**src/rtl/fifo_rd_pkg.sv**
```systemverilog
// rtl/fifo_rd_pkg.sv - shared constants and types for the FIFO read-side stream engine
package fifo_rd_pkg;

  localparam int FIFO_DEPTH = 16;
  localparam int FIFO_WIDTH = 8;
  localparam int STAT_W     = 32;

  typedef enum logic [1:0] {
    IDLE   = 2'd0,
    ACTIVE = 2'd1,
    FLUSH  = 2'd2
  } rd_state_e;

  function automatic logic [STAT_W-1:0] sat_inc(input logic [STAT_W-1:0] v);
    return (&v) ? v : v + 1'b1;
  endfunction

endpackage

```
**src/rtl/fifo_rd_skid.sv**
```systemverilog
// rtl/fifo_rd_skid.sv - circular output buffer absorbing FIFO read latency
module fifo_rd_skid import fifo_rd_pkg::*; #(
  parameter int WIDTH = FIFO_WIDTH,
  parameter int DEPTH = 2,
  localparam int OW = $clog2(DEPTH + 1),
  localparam int PW = (DEPTH > 1) ? $clog2(DEPTH) : 1
) (
  input  logic             clk,
  input  logic             rst,
  input  logic             push,
  input  logic [WIDTH-1:0] push_data,
  input  logic             pop,
  input  logic             clear,
  output logic [OW-1:0]    occ,
  output logic [WIDTH-1:0] head
);

  logic [WIDTH-1:0] mem_q [DEPTH];
  logic [PW-1:0]    wr_ptr_q, wr_ptr_d;
  logic [PW-1:0]    rd_ptr_q, rd_ptr_d;
  logic [OW-1:0]    occ_q, occ_d;
  logic             do_push, do_pop;

  function automatic logic [PW-1:0] wrap_inc(input logic [PW-1:0] p);
    return (p == PW'(DEPTH - 1)) ? '0 : p + 1'b1;
  endfunction

  // a full buffer still accepts a push when the head leaves in the same cycle
  assign do_pop  = pop && (occ_q != '0);
  assign do_push = push && ((occ_q != OW'(DEPTH)) || do_pop);

  always_comb begin
    wr_ptr_d = wr_ptr_q;
    rd_ptr_d = rd_ptr_q;
    occ_d    = occ_q;
    if (clear) begin
      wr_ptr_d = '0;
      rd_ptr_d = '0;
      occ_d    = '0;
    end else begin
      if (do_push) wr_ptr_d = wrap_inc(wr_ptr_q);
      if (do_pop)  rd_ptr_d = wrap_inc(rd_ptr_q);
      occ_d = occ_q + OW'(do_push) - OW'(do_pop);
    end
  end

  always_ff @(posedge clk or posedge rst) begin
    if (rst) begin
      wr_ptr_q <= '0;
      rd_ptr_q <= '0;
      occ_q    <= '0;
      for (int i = 0; i < DEPTH; i++) mem_q[i] <= '0;
    end else begin
      wr_ptr_q <= wr_ptr_d;
      rd_ptr_q <= rd_ptr_d;
      occ_q    <= occ_d;
      if (do_push && !clear) mem_q[wr_ptr_q] <= push_data;
    end
  end

  assign occ  = occ_q;
  assign head = mem_q[rd_ptr_q];

endmodule

```
**src/rtl/fifo_rd_stream.sv**
```systemverilog
// rtl/fifo_rd_stream.sv - FIFO drain engine to valid/ready stream; FIFO_RD_STREAM_STATS_EN adds counters
module fifo_rd_stream import fifo_rd_pkg::*; #(
  parameter int WIDTH     = FIFO_WIDTH,
  parameter int RD_LAT    = 1,
  parameter int BUF_DEPTH = 2
) (
  input  logic              clk,
  input  logic              rst,
  input  logic              en,
  input  logic              flush,
  input  logic              fifo_empty,
  input  logic [WIDTH-1:0]  fifo_data_out,
  input  logic              fifo_underflow,
  output logic              fifo_read_enable,
  output logic              m_valid,
  input  logic              m_ready,
  output logic [WIDTH-1:0]  m_data,
  output logic              busy,
  output logic              err_underflow
`ifdef FIFO_RD_STREAM_STATS_EN
  ,
  output logic [STAT_W-1:0] stat_words,
  output logic [STAT_W-1:0] stat_stall
`endif
);

  localparam int OW = $clog2(BUF_DEPTH + 1);
  localparam int CW = $clog2(BUF_DEPTH + RD_LAT + 1) + 1;

  rd_state_e        state_q, state_d;
  logic [RD_LAT-1:0] inflight_q, inflight_d;
  logic             err_q, err_d;
  logic [OW-1:0]    occ;
  logic [WIDTH-1:0] head;
  logic [CW-1:0]    pending;
  logic             pop, issue;

  assign m_valid = (occ != '0) && (state_q != FLUSH);
  assign m_data  = head;
  assign pop     = m_valid && m_ready && !flush;

  // words already owed to the buffer, crediting this cycle's pop
  always_comb begin
    pending = CW'(occ) - CW'(pop);
    for (int i = 0; i < RD_LAT; i++) pending = pending + CW'(inflight_q[i]);
  end

  assign issue = en && !fifo_empty && !flush && !rst && (state_q != FLUSH)
              && (pending < CW'(BUF_DEPTH));
  assign fifo_read_enable = issue;

  always_comb begin
    inflight_d    = '0;
    inflight_d[0] = issue;
    for (int i = 1; i < RD_LAT; i++) inflight_d[i] = inflight_q[i-1];
  end

  fifo_rd_skid #(
    .WIDTH (WIDTH),
    .DEPTH (BUF_DEPTH)
  ) u_skid (
    .clk       (clk),
    .rst       (rst),
    .push      (inflight_q[RD_LAT-1]),
    .push_data (fifo_data_out),
    .pop       (pop),
    .clear     (flush || (state_q == FLUSH)),
    .occ       (occ),
    .head      (head)
  );

  always_comb begin
    state_d = state_q;
    unique case (state_q)
      IDLE:    if (issue) state_d = ACTIVE;
      ACTIVE:  if ((occ == '0) && (inflight_q == '0) && !issue) state_d = IDLE;
      FLUSH:   if (inflight_q == '0) state_d = IDLE;
      default: state_d = IDLE;
    endcase
    if (flush) state_d = FLUSH;
  end

  assign err_d = err_q || fifo_underflow;

  always_ff @(posedge clk or posedge rst) begin
    if (rst) begin
      state_q    <= IDLE;
      inflight_q <= '0;
      err_q      <= 1'b0;
    end else begin
      state_q    <= state_d;
      inflight_q <= inflight_d;
      err_q      <= err_d;
    end
  end

  assign busy          = (state_q != IDLE);
  assign err_underflow = err_q;

`ifdef FIFO_RD_STREAM_STATS_EN
  logic [STAT_W-1:0] words_q, stall_q;

  always_ff @(posedge clk or posedge rst) begin
    if (rst) begin
      words_q <= '0;
      stall_q <= '0;
    end else if (flush) begin
      words_q <= '0;
      stall_q <= '0;
    end else begin
      if (pop) words_q <= sat_inc(words_q);
      if (m_valid && !m_ready) stall_q <= sat_inc(stall_q);
    end
  end

  assign stat_words = words_q;
  assign stat_stall = stall_q;
`endif

endmodule

```
**config.mk**
```make
export PLATFORM = sky130hd
export DESIGN_NAME = fifo_rd_stream
export DESIGN_NICKNAME = d
export VERILOG_FILES = /design/src/rtl/fifo_rd_pkg.sv /design/src/rtl/fifo_rd_skid.sv /design/src/rtl/fifo_rd_stream.sv
export SDC_FILE = /design/constraint.sdc
export NUM_CORES = 1
export LEC_CHECK = 0
export ABC_AREA = 1
export BUFFER_PORTS_ARGS = -buffer_cell sky130_fd_sc_hd__buf_2
export CORE_UTILIZATION = 48
export CTS_CLUSTER_SIZE = 40
export DETAILED_ROUTE_END_ITERATION = 6
export PLACE_DENSITY_LB_ADDON = 0.08
export SLEW_MARGIN = 20
export SYNTH_ARGS = -nofsm -noshare
export SYNTH_HDL_FRONTEND = slang
export SYNTH_HIERARCHICAL = 1
export SYNTH_SLANG_ARGS = --single-unit
```
**constraint.sdc**
```tcl
create_clock -name clk -period 2.3 [get_ports clk]
set_input_delay 0.23 -clock clk [delete_from_list [all_inputs] [get_ports clk]]
set_output_delay 0.23 -clock clk [all_outputs]
set_load 0.02 [all_outputs]
```
==> results.yml, run 1 <==
cts:
  clk_pin_slew_worst_paths_ns: 0.13
  cts_buffer_depth: 2
  cts-buffers-inserted: 3
  numClockSinks: 24
  htree_levels: 1
  clockRootBuffer: "clkbuf_4"
  clock_latency_ns: 0.31
  cts_tree: "built"
critical_path:
  r2r_cells: 15
  reg2reg_to: "state_q[0]"
  worstReg2RegStart: "state_q[1]"
  r2r_slack_ns: -0.03
  cp_slowest_cell: "fa_1"
  cp-end-kind: "primary output"
  worstPathMaxFanout: 2
  path_cells: "inv_2 -> nor2_4 -> nor2_4 -> inv_4 -> nor2_4 -> ha_4 -> or2_1 -> fa_1 -> nand2_1 -> nor2_2 -> nand3_2 -> inv_4 -> buf_6"
  crit_top_cell: "nor2_4"
  worstPathArrival_ns: 2.47
  cp_data_required_time_ns: 2.07
  crit_type: "reg2out"
  cp_slowest_stage_delay_ns: 0.48
  critical_path.startpoint_type: "flip-flop"
final_layout:
  drive_gt1_frac: 0.324
  num_antenna_cells: 0
  final_cell_area_um2: 1730
  areaGrowthSynthToFinish_pct: 29.3
  final_net_count: 236
  post-route-util: 0.679
placed_design:
  dpl.hpwl_um: 2040
  place_area_um2: 1600
  io_buffers: 26
  place_congestion: 0.812
global_route:
  grt_start_max_net_pins: 21
  grt_overflow: 0
  grt_antenna_before_repair: 0
  grt_pass1_wl_um: 4550
  first_global_vias: 1075
  grt_usage: 0.219
drt:
  antenna_left: 0
  routed_via_density: 4.88
  drt-initial-drc-count: 28
  avgRoutedWirePerCell_um: 11.9
  drc: 0
  drtPass1Iterations: 4
  routed_wirelength_um: 2940
  vias: 1201
timing:
  final_max_slew_viol_count: 0
  fin_ws_ns: -0.396
  setup_viol: 2
  tightest_slew_ns: 0.777
  rsz0062_at_grt: "true"
  fin_crit_ns: 2.70
  hold_viol: 0
  slew-limit-headroom: 0.482
  fin_skew_ns: 0.00847
  post-route-period-util: 1.17
  fmax_ghz: 0.371
worst_hold_path:
  min_delay_worst_endpoint: "err_underflow"
  hold_class: "in2reg"
  hold_start: "fifo_underflow"
  holdPathStages: 2
logic_synthesis:
  synthDominantCellAreaShare: 0.449
  syn_nets: 188
  netlist_area_um2: 1340
  ys_ff_latch: 24
  synth_edf_count: 0
  synthArstFlopShare: 1.00
  synth.avg_cell_area_um2: 7.91
  yosys_warnings: 6
  yosysSeqAreaShare: 0.449
  yosysUniqueCellTypes: 21
  yosysTopAreaCell: "dfrtp_1"
  yosysMostFrequentCell: "nand2_1"
  yosys-top-cells-area: "dfrtp_1 (45%), nand2_1 (20%), nand4_1 (7.5%)"
  syn_inst: 169
  synth_commonest_cells: "nand2_1 (72), dfrtp_1 (24), nand4_1 (16)"
  synth_ff_type: "dfrtp_1"
power_and_ir_drop:
  power_mw: 0.891
  powerDensity_nw_per_um2: 515
  p_leak_nw: 0.959
  irDropWorstVdd_uv: 437
floorplanning:
  design.core.area_um2: 2540
  die_x_um: 54.8
  start_util: 0.526
  io_pins: 27
  rows: 18
  die_area_um2: 3000
  chipHeight_um: 54.8
status:
  violations: "setup timing"
  status: "finished, violations left"
flow_run:
  maxCapViolCount: 0
[layout by cell type, fill, tap and decap left out, types with 3 or more instances in the layout]
| master | n |
|---|---|
| nand3_1 | 4 |
| clkbuf_4 | 3 |
| nand3_4 | 3 |
| inv_1 | 14 |
| nand4_1 | 16 |
| buf_2 | 25 |
| dfrtp_1 | 23 |
| inv_2 | 5 |
| buf_4 | 20 |
| nor2_4 | 5 |
| nor2_1 | 5 |
| nand2_1 | 72 |
[final cells by class]
type	instances	area, µm²
fillers	218	816
multi-input cells	118	649
flip-flops and latches	24	602
repair buffers	47	297
inverters	23	91.3
well taps	30	37.5
clock inverters	1	30.0
clock buffers	3	22.5
[sequential cells by signal (all words and copies together) (netlist names)]
name             count
u_skid/mem_q        16
u_skid/occ           2
err_underflow        1
u_skid/wr_ptr_q      1
u_skid/rd_ptr_q      1
inflight_q           1
state_q              2
[metal layers]
metal / track usage / routed length, µm / part of all wire
met1: 0.295 / 1390 / 0.47
met2: 0.361 / 1400 / 0.47
met3: 0.0278 / 130 / 0.044
met5: 0 / 0 / 0
met4: 0.0684 / 20 / 0.0068
[power by group]
part	total, mW	internal [mW]	switching, mW
Clock	0.301	0.176	0.125
Sequential	0.453	0.441	0.0112
Combinational	0.137	0.0538	0.0836
[worst max-delay path by stage]
stage,from,to,slack [ns],cells past startpoint
after floorplan,state_q[1],fifo_read_enable,0.003,12
after global placement,state_q[1],fifo_read_enable,-0.06,13
after detailed placement,state_q[1],fifo_read_enable,-0.13,13
after CTS,state_q[1],fifo_read_enable,-0.41,13
after global routing,state_q[1],fifo_read_enable,-0.51,13
final,state_q[1],fifo_read_enable,-0.40,13
[kinds of logic (layout without fill, tap and decap cells)]
| logic type | count (synthesis) | in the layout | synth area share |
|---|---|---|---|
| DFF | 24 | 24 | 0.449 |
| and+or+nand+nor | 110 | 110 | 0.405 |
| adders and majority gates | 4 | 4 | 0.0430 |
| AOI/OAI and AO/OA | 4 | 4 | 0.0168 |
| buffers and inverters | 27 | 74 | 0.0861 |
[critical path, delay by kind of cell (launching register included)]
| kind | cells | cell delay (ns) |
|---|---|---|
| and+or+nand+nor | 7 | 0.77 |
| adders and majority gates | 2 | 0.68 |
| DFF | 1 | 0.41 |
| buffers and inverters | 4 | 0.30 |
[per-stage QoR]
step	hold slack [ns]	setup TNS, ns	worst slack (ns)	std cells
floorplan	-0.0213	0	0.00318	169
global route	0.118	-0.683	-0.514	246
CTS	0.103	-0.513	-0.412	245
global placement	0.111	-0.0604	-0.0604	236
detailed placement	0.113	-0.171	-0.132	236
finish	0.113	-0.421	-0.396	246
[repair_timing]
item | in CTS | in global routing
buffers inserted | 4 | 3
setup endpoints to repair | 2 | 3
hold buffers | 1 | 0
resized for setup | 5 | 2
gates cloned | 0 | 0
pin swaps | 5 | 1
endpoints found under the hold margin | 4 | 0
Power figures use the tool's default switching activity.
==> inputs of run 2 (changes only) <==
==> constraint.sdc (replaced) <==
create_clock -name clk -period 2.3 [get_ports clk]
set_input_delay 0.23 -clock clk [delete_from_list [all_inputs] [get_ports clk]]
set_output_delay 0.23 -clock clk [all_outputs]
set_load 0.005 [all_outputs]
==> run 2 against run 1 <==
- clock power increased by 2%
- sequential power about the same
- combinational power decreased by 18%
- non-clock buffer count decreased by 2
- the flow still finishes with violations (setup timing)
- die area unchanged
==> results.yml, run 2 (synthesized netlist as in run 1, its figures left out) <==
power_and_ir_drop:
  power_mw: 0.871
  power_frac_comb: 0.129
  p_int_mw: 0.670
  powerDensity_nw_per_um2: 511
  clkPwrFrac: 0.352
  pwr-share-seq: 0.519
  irDropWorstVdd_uv: 373
  p_switching_mw: 0.201
  p_leak_nw: 0.951
  switching_share: 0.231
final_layout:
  regArea_um2: 602
  post-route-util: 0.670
  areaGrowthSynthToFinish_pct: 27.4
  final_net_count: 234
  largest_reg_flops: 16
  mostFrequentLayoutCells: "nand2_1 (72), buf_2 (26), dfrtp_1 (23), buf_4 (17), nand4_1 (16)"
  fillers: 240
  drive_gt1_frac: 0.313
  layout_commonest_cell: "nand2_1"
  num_antenna_cells: 0
  multiInputGateArea_um2: 647
  top_register: "u_skid/mem_q"
cts:
  clk_pin_slew_worst_paths_ns: 0.13
  cts_tree: "built"
  numClockSinks: 24
  cts-buffers-inserted: 3
  htree_levels: 1
  clockRootBuffer: "clkbuf_4"
  clock_latency_ns: 0.31
  cts_buffer_depth: 2
timing:
  final_max_slew_viol_count: 0
  fin_crit_ns: 2.72
  rsz0062_at_grt: "true"
  fin_skew_ns: 0.00508
  post-route-period-util: 1.18
  fmax_ghz: 0.368
  fin_ws_ns: -0.421
  tightest_slew_ns: 0.787
  setup_viol: 3
  slew-limit-headroom: 0.475
  hold_viol: 0
critical_path:
  path_cells: "inv_2 -> nor2_4 -> nor2_4 -> inv_2 -> nor2_4 -> ha_4 -> or2_1 -> fa_1 -> nand2_1 -> nor2_1 -> nand3_2 -> inv_2 -> buf_2"
  cp-end-kind: "primary output"
  reg2reg_to: "state_q[0]"
  cp.depth: 13
  worstPathArrival_ns: 2.49
  worstReg2RegStart: "state_q[1]"
  r2r_cells: 16
  crit_type: "reg2out"
  worstPathMaxFanout: 2
  cp_slowest_cell: "fa_1"
  crit_buf_inv: 4
  cp_data_required_time_ns: 2.07
  cpLargestDelayFamily: "simple AND/OR/NAND/NOR gates"
  critical_path.startpoint_type: "flip-flop"
  r2r_slack_ns: -0.10
  cp_slowest_stage_delay_ns: 0.49
global_route:
  grt_antenna_before_repair: 0
  grt_usage: 0.223
  grt_overflow: 0
  grt_pass1_wl_um: 4680
  first_global_vias: 1110
  grt_start_max_net_pins: 21
drt:
  routed_via_density: 5.09
  avgRoutedWirePerCell_um: 12.0
  drtPass1Iterations: 4
  vias: 1241
  drc: 0
  antenna_left: 0
  drt-initial-drc-count: 26
  routed_wirelength_um: 2930
floorplanning:
  die_x_um: 54.8
  start_util: 0.526
  design.core.area_um2: 2540
  chipHeight_um: 54.8
  io_pins: 27
  die_area_um2: 3000
  rows: 18
flow_run:
  maxCapViolCount: 0
placed_design:
  place_congestion: 0.741
  io_buffers: 26
  dpl.hpwl_um: 2060
worst_hold_path:
  holdPathStages: 2
  hold_class: "in2reg"
  min_delay_worst_endpoint: "err_underflow"
  hold_start: "fifo_underflow"
status:
  violations: "setup timing"
  status: "finished, violations left"
run 2: layout make-up:
cell class	instances	share of cell area
multi-input cells	118	0.380
flip-flops and latches	24	0.353
repair buffers	45	0.164
inverters	23	0.0507
well taps	30	0.0220
clock inverters	1	0.0176
clock buffers	3	0.0132
run 2: through the flow:
stage | hold WS [ns] | cell area [µm²] | setup WS [ns] | std cells | setup TNS (ns)
2_1_floorplan | -0.0213 | 1340 | 0.0146 | 169 | 0
3_3_place_gp | 0.108 | 1560 | 0.00244 | 232 | 0
3_5_place_dp | 0.122 | 1560 | -0.101 | 232 | -0.147
4_1_cts | 0.0854 | 1670 | -0.397 | 240 | -0.399
5_1_grt | 0.0777 | 1700 | -0.524 | 244 | -0.833
6_report | 0.0935 | 1700 | -0.421 | 244 | -0.532
run 2: power groups by stage:
stage	sequential, mW	clock [mW]	combinational (mW)
after floorplan	0.458	0	0.0565
after global placement	0.459	0	0.101
after detailed placement	0.460	0	0.103
after CTS	0.452	0.313	0.109
after global routing	0.455	0.325	0.131
final	0.453	0.307	0.112
run 2: worst register-to-register path, delay by kind of cell (launching register included):
family	cells	cell delay [ns]
AND/OR/NAND/NOR	9	0.84
adder cells (fa/ha/maj)	2	0.69
flip-flops	1	0.43
buffers and inverters	5	0.39
run 2: metal layers:
| metal | vias up | GRT usage | wire length, µm | share of wire |
|---|---|---|---|---|
| met5 | - | 0 | 0 | 0 |
| met4 | 0 | 0.0897 | 27 | 0.0092 |
| met3 | 5 | 0.0333 | 117 | 0.040 |
| met2 | 31 | 0.380 | 1510 | 0.51 |
| met1 | 577 | 0.280 | 1280 | 0.44 |
| li1 | 628 | - | - | - |
run 2: timing repair:
item / 4_1_cts / 5_1_grt
buffers inserted: 3 / 4
gates resized for setup: 4 / 1
hold buffers: 1 / 0
endpoints found under the hold margin: 4 / 0
pin swaps: 2 / 1
setup endpoints to repair: 2 / 3
run 2: how the worst max path moves through the flow:
stage	to	startpoint	slack, ns
detailed placement	fifo_read_enable	state_q[1]	-0.10
CTS	fifo_read_enable	state_q[1]	-0.40
finish	fifo_read_enable	state_q[1]	-0.42
global placement	fifo_read_enable	state_q[1]	0.002
global route	fifo_read_enable	state_q[1]	-0.52
floorplan	fifo_read_enable	state_q[1]	0.01
